--- src/rtl/game_pkg.sv ---
// Shared types for the turn arbiter: FSM states, winner codes and turn encoding.
package game_pkg;

  typedef enum logic [2:0] {
    S_IDLE,
    S_P_TURN,
    S_P_WRITE,
    S_PC_TURN,
    S_PC_WRITE,
    S_CHECK,
    S_OVER
  } state_t;

  localparam logic [1:0] WIN_NONE   = 2'b00;
  localparam logic [1:0] WIN_PLAYER = 2'b01;
  localparam logic [1:0] WIN_PC     = 2'b10;
  localparam logic [1:0] WIN_DRAW   = 2'b11;

  localparam logic TURN_PLAYER = 1'b0;
  localparam logic TURN_PC     = 1'b1;

endpackage

--- src/rtl/turn_timer.sv ---
// Per-turn countdown: a TICK_DIV-cycle divider feeding a saturating 4-bit seconds counter.
module turn_timer #(
  parameter int TICK_DIV = 50_000_000
) (
  input  logic       clk,
  input  logic       rst,
  input  logic       i_load,
  input  logic [3:0] i_load_secs,
  input  logic       i_en,
  output logic [3:0] o_secs_left,
  output logic       o_expired
);

  localparam int CW = (TICK_DIV > 1) ? $clog2(TICK_DIV) : 1;

  logic [CW-1:0] r_tick;
  logic [3:0]    r_secs;

  // Load wins over counting so every turn entry starts from a clean tick phase.
  always_ff @(posedge clk or negedge rst) begin
    if (!rst) begin
      r_tick <= '0;
      r_secs <= '0;
    end else if (i_load) begin
      r_tick <= '0;
      r_secs <= i_load_secs;
    end else if (i_en) begin
      if (r_tick == CW'(TICK_DIV - 1)) begin
        r_tick <= '0;
        if (r_secs != 4'd0) r_secs <= r_secs - 4'd1;
      end else begin
        r_tick <= r_tick + CW'(1);
      end
    end
  end

  assign o_secs_left = r_secs;
  assign o_expired   = (r_secs == 4'd0);

endmodule

--- src/rtl/turn_arbiter.sv ---
// Player-vs-PC game sequencer owning the single board-write port; rst is async active-low.
// Define PC_TIMEOUT_EN to time the PC turn like the player turn.
//   state      | meaning
//   S_IDLE     | after reset, waiting for start
//   S_P_TURN   | timed player turn, waiting for p_req
//   S_P_WRITE  | one-cycle player board write
//   S_PC_TURN  | PC turn, waiting for pc_req
//   S_PC_WRITE | one-cycle PC board write
//   S_CHECK    | waiting for victory checker result
//   S_OVER     | game finished, winner held until start
module turn_arbiter
  import game_pkg::*;
#(
  parameter int TICK_DIV  = 50_000_000,
  parameter int TURN_SECS = 15,
  parameter int MAX_MOVES = 9,
  parameter int ADDR_W    = 4
) (
  input  logic              clk,
  input  logic              rst,
  input  logic              start,
  input  logic              p_req,
  input  logic [ADDR_W-1:0] p_addr,
  output logic              p_gnt,
  input  logic              pc_req,
  input  logic [ADDR_W-1:0] pc_addr,
  output logic              pc_gnt,
  output logic              wr_en,
  output logic [ADDR_W-1:0] wr_addr,
  output logic              wr_who,
  input  logic              chk_done,
  input  logic              chk_win,
  output logic              turn,
  output logic [3:0]        secs_left,
  output logic              timeout,
  output logic              game_over,
  output logic [1:0]        winner
);

  state_t            r_state;
  logic [3:0]        r_moves;
  logic              r_p_gnt, r_pc_gnt, r_wr_en, r_wr_who, r_turn, r_timeout, r_game_over;
  logic [ADDR_W-1:0] r_wr_addr;
  logic [1:0]        r_winner;

  logic       w_expired, w_start, w_chk_next, w_board_full;
  logic       w_p_expire, w_pc_expire, w_to_p, w_to_pc, w_tmr_en;
  logic [3:0] w_secs, w_load_secs;

`ifdef PC_TIMEOUT_EN
  localparam logic [3:0] PC_SECS = 4'(TURN_SECS);
  assign w_pc_expire = (r_state == S_PC_TURN) && w_expired && !pc_req;
  assign w_tmr_en    = (r_state == S_P_TURN) || (r_state == S_PC_TURN);
`else
  localparam logic [3:0] PC_SECS = 4'd0;
  assign w_pc_expire = 1'b0;
  assign w_tmr_en    = (r_state == S_P_TURN);
`endif

  assign w_board_full = (r_moves == 4'(MAX_MOVES));
  assign w_start      = ((r_state == S_IDLE) || (r_state == S_OVER)) && start;
  assign w_chk_next   = (r_state == S_CHECK) && chk_done && !chk_win && !w_board_full;
  assign w_p_expire   = (r_state == S_P_TURN) && w_expired && !p_req;
  // Timer reload mirrors every FSM edge that enters a turn state.
  assign w_to_p       = w_start || (w_chk_next && (r_wr_who == TURN_PC)) || w_pc_expire;
  assign w_to_pc      = (w_chk_next && (r_wr_who == TURN_PLAYER)) || w_p_expire;
  assign w_load_secs  = w_to_p ? 4'(TURN_SECS) : PC_SECS;

  turn_timer #(.TICK_DIV(TICK_DIV)) u_timer (
    .clk         (clk),
    .rst         (rst),
    .i_load      (w_to_p || w_to_pc),
    .i_load_secs (w_load_secs),
    .i_en        (w_tmr_en),
    .o_secs_left (w_secs),
    .o_expired   (w_expired)
  );

  always_ff @(posedge clk or negedge rst) begin
    if (!rst) begin
      r_state     <= S_IDLE;
      r_moves     <= '0;
      r_p_gnt     <= 1'b0;
      r_pc_gnt    <= 1'b0;
      r_wr_en     <= 1'b0;
      r_wr_addr   <= '0;
      r_wr_who    <= 1'b0;
      r_turn      <= TURN_PLAYER;
      r_timeout   <= 1'b0;
      r_game_over <= 1'b0;
      r_winner    <= WIN_NONE;
    end else begin
      r_p_gnt   <= 1'b0;
      r_pc_gnt  <= 1'b0;
      r_wr_en   <= 1'b0;
      r_timeout <= 1'b0;
      case (r_state)
        S_IDLE, S_OVER: begin
          if (start) begin
            r_state     <= S_P_TURN;
            r_turn      <= TURN_PLAYER;
            r_moves     <= '0;
            r_winner    <= WIN_NONE;
            r_game_over <= 1'b0;
          end
        end
        S_P_TURN: begin
          if (p_req) begin
            r_state   <= S_P_WRITE;
            r_wr_addr <= p_addr;
            r_wr_who  <= TURN_PLAYER;
            r_p_gnt   <= 1'b1;
            r_wr_en   <= 1'b1;
          end else if (w_expired) begin
            r_state   <= S_PC_TURN;
            r_turn    <= TURN_PC;
            r_timeout <= 1'b1;
          end
        end
        S_PC_TURN: begin
          if (pc_req) begin
            r_state   <= S_PC_WRITE;
            r_wr_addr <= pc_addr;
            r_wr_who  <= TURN_PC;
            r_pc_gnt  <= 1'b1;
            r_wr_en   <= 1'b1;
          end else if (w_pc_expire) begin
            r_state   <= S_P_TURN;
            r_turn    <= TURN_PLAYER;
            r_timeout <= 1'b1;
          end
        end
        S_P_WRITE, S_PC_WRITE: begin
          r_moves <= r_moves + 4'd1;
          r_state <= S_CHECK;
        end
        S_CHECK: begin
          if (chk_done) begin
            if (chk_win) begin
              r_state     <= S_OVER;
              r_game_over <= 1'b1;
              r_winner    <= (r_wr_who == TURN_PC) ? WIN_PC : WIN_PLAYER;
            end else if (w_board_full) begin
              r_state     <= S_OVER;
              r_game_over <= 1'b1;
              r_winner    <= WIN_DRAW;
            end else if (r_wr_who == TURN_PLAYER) begin
              r_state <= S_PC_TURN;
              r_turn  <= TURN_PC;
            end else begin
              r_state <= S_P_TURN;
              r_turn  <= TURN_PLAYER;
            end
          end
        end
        default: r_state <= S_IDLE;
      endcase
    end
  end

  assign p_gnt     = r_p_gnt;
  assign pc_gnt    = r_pc_gnt;
  assign wr_en     = r_wr_en;
  assign wr_addr   = r_wr_addr;
  assign wr_who    = r_wr_who;
  assign turn      = r_turn;
  assign secs_left = w_secs;
  assign timeout   = r_timeout;
  assign game_over = r_game_over;
  assign winner    = r_winner;

endmodule

--- config.mk ---
export PLATFORM = sky130hd
export DESIGN_NAME = turn_arbiter
export DESIGN_NICKNAME = d
export VERILOG_FILES = /design/src/rtl/game_pkg.sv /design/src/rtl/turn_timer.sv /design/src/rtl/turn_arbiter.sv
export SDC_FILE = /design/constraint.sdc
export NUM_CORES = 1
export LEC_CHECK = 0
export BUFFER_PORTS_ARGS = -buffer_cell sky130_fd_sc_hd__buf_2
export CELL_PAD_IN_SITES_DETAIL_PLACEMENT = 0
export CELL_PAD_IN_SITES_GLOBAL_PLACEMENT = 1
export CORE_MARGIN = 2
export CORE_UTILIZATION = 41
export CTS_CLUSTER_DIAMETER = 50
export DETAILED_ROUTE_END_ITERATION = 8
export GPL_TIMING_DRIVEN = 0
export HOLD_SLACK_MARGIN = 0.02
export PLACE_DENSITY = 0.74
export SKIP_LAST_GASP = 1
export SLEW_MARGIN = 20
export SYNTH_ARGS = -nofsm -noshare
export SYNTH_HDL_FRONTEND = slang
export SYNTH_SLANG_ARGS = --single-unit
--- constraint.sdc ---
create_clock -name clk -period 2.1 [get_ports clk]
set_input_delay 0.105 -clock clk [delete_from_list [all_inputs] [get_ports clk]]
set_output_delay 0.105 -clock clk [all_outputs]
set_load 0.01 [all_outputs]
# Word level (Yosys, flattened, before mapping)
# Index checks and enable logic that the tools add are counted.
# totals
in_bits	15
regBits	50
# classes
bitwise_logic	1
add_sub_neg	3
n_reduce_logical	33
eq_ne	18
n_mux	51
# op_table
operator	n
$mux W26	3
$mux W4	8
$add A26 B1 Y26 const B	1
$eq A26 B26 Y1 const B	1
$mux W3	7
$mux W1	19
$ne A2 B2 Y1 const B	8
$pmux W4 S2	2
$pmux W3 S5	1
$mux W2	6
$reduce_bool A2 Y1	6
$eq A3 B3 Y1 const B	3
$logic_and A1 B1 Y1	8
$reduce_and A4 Y1	2
$reduce_and A7 Y1	1
$eq A3 B2 Y1 const B	2
$ne A3 B3 Y1 const B	2
$pmux W1 S2	3
$reduce_and A3 Y1	2
$add A4 B1 Y4 const B	1
$eq A4 B4 Y1 const B	1
$logic_not A4 Y1	1
$logic_or A1 B1 Y1	4
$pmux W2 S2	1
10 further kinds	13

# Logic depth before layout (Yosys ltp)
# logic_depth
word_depth	9
depth_mapped	8
mapped_depth_nobuf	7

# Modules after synthesis
# Synthesis repeated with hierarchy kept, for this count alone.
# unflattened
cells_unflattened	327
area_unflattened_um2	3060.4
# by_module_without_submodules
module	seq_area_each_um2	area_per_inst_um2	n_inst	cells_each
turn_timer	750.7	1930.6	1	223
turn_arbiter	500.5	1129.8	1	104

# Worst setup path after synthesis
# No wires, ideal clock.
# synth_timing
path_type	register to register
from	register u_timer.r_secs[0], in the netlist u_timer.o_secs_left[0]
to	register u_timer.r_tick[1]
period_less_slack_ps	2083
path_buffers	2
stages_incl_launch_ff	8
arrival_ps	1961
setup_slack_ps	17
path_cell_list	dfrtp_1 inv_1 ha_1 or3b_2 o21a_1 buf_2 buf_1 a32o_1
# synth_via
elab_chain_len	6
elab_cells_between_ends	7
classes_between	1 x mux; 6 x reduce/logical
# synth_lines
item	line_no	rtl
from (decl)	turn_timer.sv:17	logic [3:0] r_secs;
from (signal assigned)	turn_timer.sv:26	r_secs <= i_load_secs;
from (signal assigned)	turn_timer.sv:30	if (r_secs != 4'd0) r_secs <= r_secs - 4'd1;
$logic_not A4 Y1 *	turn_timer.sv:38	assign o_expired = (r_secs == 4'd0);
$logic_and A1 B1 Y1 * (2 in series)	turn_arbiter.sv:63	assign w_p_expire = (r_state == S_P_TURN) && w_expired && !p_req;
$logic_or A1 B1 Y1 *	turn_arbiter.sv:66	assign w_to_pc = (w_chk_next && (r_wr_who == TURN_PLAYER)) || w_p_expire;
$logic_or A1 B1 Y1 *	turn_arbiter.sv:72	.i_load (w_to_p || w_to_pc),
$mux W26 or $reduce_bool A2 Y1 (tied branches)	--	
to (signal assigned)	turn_timer.sv:32	r_tick <= r_tick + CW'(1);
to (decl)	turn_timer.sv:16	logic [CW-1:0] r_tick;
# Mark *: on every way between the ends. The rest lies on a longest branch, timed or not.
# A chain may end at the register's enable or synchronous reset.

# Worst setup path after layout
# layout_timing
from	register r_moves[1]
to	register u_timer.r_tick[17]
# layout_via
elab_chain_len	7
elab_cells_between_ends	10
classes_between	1 x eq/ne; 1 x mux; 8 x reduce/logical
# layout_lines
item	line_no	rtl
from (decl)	turn_arbiter.sv:41	logic [3:0] r_moves;
from (signal assigned)	turn_arbiter.sv:134	r_moves <= r_moves + 4'd1;
$eq A4 B4 Y1 *	turn_arbiter.sv:60	assign w_board_full = (r_moves == 4'(MAX_MOVES));
$logic_not A1 Y1 *	turn_arbiter.sv:62	assign w_chk_next = (r_state == S_CHECK) && chk_done && !chk_win && !w_board_full;
$logic_and A1 B1 Y1 *	turn_arbiter.sv:62	
$logic_and A1 B1 Y1, on equally long branches	turn_arbiter.sv:65, turn_arbiter.sv:66	
$logic_or A1 B1 Y1, on equally long branches	turn_arbiter.sv:65, turn_arbiter.sv:66	
$logic_or A1 B1 Y1 *	turn_arbiter.sv:72	
$mux W26 or $reduce_bool A2 Y1 (tied branches)	--	
# Marks and branches as above.

==> summary.log <==
INFO  pwr            internal-power=2.46mW
INFO  routing        remaining_drc_errors=0
INFO  floorplanning  boundaryPins=32
INFO  placed_design  dpl-instance-area=3180µm²
INFO  synthesis      async_flop_share=1.00
INFO  pwr            pwr-share-seq=0.325
INFO  routing        mean_routed_wirelength_per_cell=17.6µm
INFO  timing         fmax=466MHz
INFO  setup_path     timing.critical_path.fanout_max=5
INFO  grt            grt_antenna_before_repair=0
INFO  clock_network  clkSinkCount=50
INFO  setup_path     path_class=flip-flop to flip-flop
INFO  synthesis      yosysWarningCount=0
INFO  grt            groute.layer.met1.usage=0.312
INFO  cells_and_area syn_to_final_growth=32.3%
INFO  synthesis      area_fraction_in_and_or_nand_and_nor_cells_after_synthesis=0.256
INFO  synthesis      ys_types=54
INFO  run            maxCapViolCount=0
INFO  cells_and_area fill_cells=611
INFO  timing         total_of_endpoints_with_negative_setup_slack_in_the_final_report=7
INFO  pwr            clockPowerShare=0.168
INFO  synthesis      postSynthRegisterBits=50
INFO  routing        dr.pass1.iters=5
INFO  grt            track_usage=0.217
INFO  timing         unrepaired_setup_endpoints_after_global_routing=true
INFO  cells_and_area post_route_cells_drive_above_1_share=0.346
INFO  placed_design  portBuffers=31
INFO  clock_network  tritoncts_clock_tree=done
INFO  setup_path     crit_path_frequent_cell=sky130_fd_sc_hd__buf_4
INFO  synthesis      synthAdderAreaFrac=0.0216
INFO  pwr            netSwitchingPower=1.74mW
INFO  synthesis      synth_area_per_cell=9.30µm²
INFO  setup_path     crit_path_start_kind=flip-flop
INFO  setup_path     timing.critical_path.required=2.33ns
INFO  setup_path     worst_path_max_delay_cell=sky130_fd_sc_hd__or3b_2
INFO  synthesis      yosysSeqAreaShare=0.431
INFO  grt            use_met3=0.0254
INFO  grt            first_global_vias=2561
INFO  timing         setup_slack=-0.0477ns
INFO  clock_network  cts_max_path_buffers=2
INFO  placed_design  detailed_place_hpwl=5210µm
INFO  cells_and_area layout.core_utilization=0.562
INFO  synthesis      synthCells=312
INFO  synthesis      main_combinational_cell_family_by_area_after_synthesis=simple AND/OR/NAND/NOR gates
INFO  synthesis      synth-compound-area-share=0.195
INFO  floorplanning  initial_core_util=0.425
INFO  pwr            share_comb_of_total_power=0.507
INFO  placed_design  gpl.final_weighted_congestion=0.844
INFO  clock_network  htree_levels=2
INFO  timing         final_period_utilization=1.02
INFO  timing         worst_slew_pin_slew=0.650ns
INFO  setup_path     crit_path_cell_trace=inv_1 > ha_1 > and3b_2 > nor4b_4 > buf_4 > a211oi_4 > buf_4 > or3b_2 > a31oi_1
INFO  setup_path     crit_start=r_moves[1]$_DFFE_PN0P_
INFO  timing         slew_headroom=0.566
INFO  floorplanning  core_area=6830µm²
INFO  setup_path     slowest_delay=0.44ns
INFO  run_status     violations=setup timing
INFO  timing         fin_crit=2.15ns
INFO  grt            global_route.usage.met2=0.350
INFO  clock_network  cts.clk_slew.worst_paths=0.10ns
INFO  cells_and_area n_antenna_cell=0
INFO  routing        drtAntennaViolNets=0
INFO  run_status     outcome=complete, but fails checks
INFO  floorplanning  die_boundary_height=88.1µm
INFO  synthesis      post_synth_mux_area_share=0.0353
INFO  pwr            p_leak=1.75nW
INFO  cells_and_area final_layout_net_count=400
INFO  routing        routed_wirelength=8420µm
INFO  synthesis      edff_count_synth=0
INFO  pwr            max-vdd-ir-drop=495µV
INFO  floorplanning  floorplan.die_area=7770µm²
INFO  synthesis      synth.cell_area=2900µm²
INFO  routing        via_per_inst=5.91
INFO  floorplanning  floorplan.die.width=88.1µm
INFO  timing         final_number_of_hold_violating_endpoints=0
INFO  routing        routed-via-count=2818
INFO  timing         slew_viol_final=0
INFO  pwr            power_per_cell_area=1090nW/µm²
INFO  min_path       min_from=pc_addr[2]
INFO  timing         final.setup_skew=0.0110ns
INFO  grt            largest_net_degree_at_the_start_of_global_routing=51
INFO  synthesis      synth_xor_xnor_area_share=0.0151
INFO  grt            wire_length_of_the_first_global_routing_pass=13300µm
INFO  setup_path     critical_path.reg2reg.startpoint=r_moves[1]$_DFFE_PN0P_
INFO  cells_and_area mostFrequentLayoutCells=sky130_fd_sc_hd__dfrtp_1, sky130_fd_sc_hd__buf_2, sky130_fd_sc_hd__buf_4, sky130_fd_sc_hd__a31oi_1, sky130_fd_sc_hd__nand2_1
INFO  setup_path     crit_path_end_kind=flip-flop
INFO  cells_and_area finalInstanceArea=3840µm²
INFO  setup_path     timing.critical_path.arrival=2.38ns
INFO  min_path       worstHoldPathType=primary input to flip-flop
INFO  cells_and_area mostFrequentLayoutCell=sky130_fd_sc_hd__dfrtp_1
INFO  setup_path     setup.reg_to_reg.worst_slack=-0.05ns
INFO  grt            global_route_overflow=0
INFO  routing        drt-initial-drc-count=194
INFO  floorplanning  rows=30
INFO  synthesis      ys_dominant_reg_cell=sky130_fd_sc_hd__dfrtp_1
INFO  synthesis      syn_nets=332
INFO  clock_network  clock_latency=0.31ns
INFO  clock_network  cts_made_buffers=5
INFO  pwr            power_switching_share=0.415
INFO  grt            grt-busiest-layer=met2
INFO  clock_network  clock-root-buffer=sky130_fd_sc_hd__clkbuf_8
-- metrics by stage --
step           cells  total power [mW]  worst slack (ns)  hold slack [ns]  TNS [ns]
2_1_floorplan    312              2.56            0.0171           -0.191         0
3_3_place_gp     439              3.05            -0.370            0.381     -8.15
3_5_place_dp     439              3.07            -0.376            0.185     -8.15
4_1_cts          459              3.98          -0.00468           0.0798  -0.00468
5_1_grt          477              4.49            -0.115           0.0954    -0.833
6_report         477              4.20           -0.0477           0.0796    -0.147
-- layout make-up --
type	count	area, µm²	area share
Buffer	15	149	0.0388
Clock buffer	5	68.8	0.0179
Clock inverter	3	45.0	0.0117
Inverter	13	48.8	0.0127
Multi-Input combinational cell	233	1730	0.450
Sequential cell	50	1260	0.327
Tap cell	96	120	0.0313
Timing Repair Buffer	62	425	0.111
-- routing by layer --
layer | vias to the layer above | part of all wire | wire [µm]
li1 | 1327 | - | -
met1 | 1403 | 0.47 | 3930
met2 | 79 | 0.48 | 4070
met3 | 9 | 0.040 | 340
met4 | 0 | 0.0097 | 82
met5 | - | 0 | 0
-- final timing paths --
kind | cells after the start | endpoint
worst max-delay path | 9 | u_timer.r_tick[17]$_DFFE_PN0P_
worst min-delay path | 3 | wr_addr[2]$_DFFE_PN0P_
worst max register to register | 9 | u_timer.r_tick[17]$_DFFE_PN0P_
worst min register to register | 2 | wr_addr[3]$_DFFE_PN0P_
max in group asynchronous | 2 | u_timer.r_tick[3]$_DFFE_PN0P_
min in group asynchronous | 2 | wr_addr[3]$_DFFE_PN0P_
-- logic make-up after synthesis --
group,Yosys count
XOR/XNOR,5
AND/OR/NAND/NOR,128
AO/OA/AOI/OAI,85
buffers and inverters,29
multiplexers,10
flip-flops,50
adder cells (fa/ha/maj),5
-- sequential cells by signal, summed over array words and instances (netlist names), 2 cells and up --
register / cells
r_state: 3
u_timer.o_secs_left: 4
u_timer.r_tick: 26
wr_addr: 4
r_moves: 4
winner: 2
-- cells in the mapped netlist (3+ instances only) --
cell type	count	area share
sky130_fd_sc_hd__nor2_1	20	0.026
sky130_fd_sc_hd__a21oi_1	7	0.012
sky130_fd_sc_hd__and3_1	10	0.022
sky130_fd_sc_hd__nor3_1	8	0.014
sky130_fd_sc_hd__inv_1	13	0.017
sky130_fd_sc_hd__a31oi_1	35	0.075
sky130_fd_sc_hd__xnor2_1	4	0.012
sky130_fd_sc_hd__clkbuf_1	5	0.0065
sky130_fd_sc_hd__nand4_1	7	0.015
sky130_fd_sc_hd__dfrtp_1	50	0.43
sky130_fd_sc_hd__and2_1	3	0.0065
sky130_fd_sc_hd__nor4b_1	3	0.0091
sky130_fd_sc_hd__ha_1	5	0.022
sky130_fd_sc_hd__or3b_2	10	0.030
sky130_fd_sc_hd__nand2_1	22	0.028
sky130_fd_sc_hd__mux2i_1	8	0.028
sky130_fd_sc_hd__o21ai_0	14	0.024
sky130_fd_sc_hd__a41oi_1	4	0.012
sky130_fd_sc_hd__buf_1	3	0.0039
sky130_fd_sc_hd__buf_2	6	0.010
sky130_fd_sc_hd__nand2b_1	3	0.0065
sky130_fd_sc_hd__nand3_1	20	0.034
sky130_fd_sc_hd__nor4_1	5	0.011
sky130_fd_sc_hd__o31ai_1	4	0.010
sky130_fd_sc_hd__a21o_1	3	0.0078
sky130_fd_sc_hd__a31o_2	3	0.0091
-- worst max-delay path: cells and delay by family, from the launching register on --
family / cells / cell delay (ns)
AND/OR/NAND/NOR: 3 / 0.75
AO/OA/AOI/OAI: 2 / 0.40
buffers and inverters: 3 / 0.39
flip-flops: 1 / 0.39
adder cells (fa/ha/maj): 1 / 0.13
-- timing repair --
action / CTS / global route
pin swaps: 4 / 18
gates cloned: 0 / 3
setup endpoints to repair: 29 / 36
setup buffers: 12 / 16
hold buffers: 1 / 0
hold endpoints to repair: 50 / 0
gates resized for setup: 28 / 39
-- power by group through the flow --
| stage | logic, mW | registers (mW) | clock network (mW) |
|---|---|---|---|
| detailed placement | 1.68 | 1.39 | 0 |
| CTS | 1.91 | 1.35 | 0.720 |
| floorplan | 1.14 | 1.41 | 0 |
| finish | 2.13 | 1.37 | 0.703 |
| global placement | 1.67 | 1.38 | 0 |
| global route | 2.33 | 1.40 | 0.760 |
No activity file was read; power rests on OpenSTA's default activity.
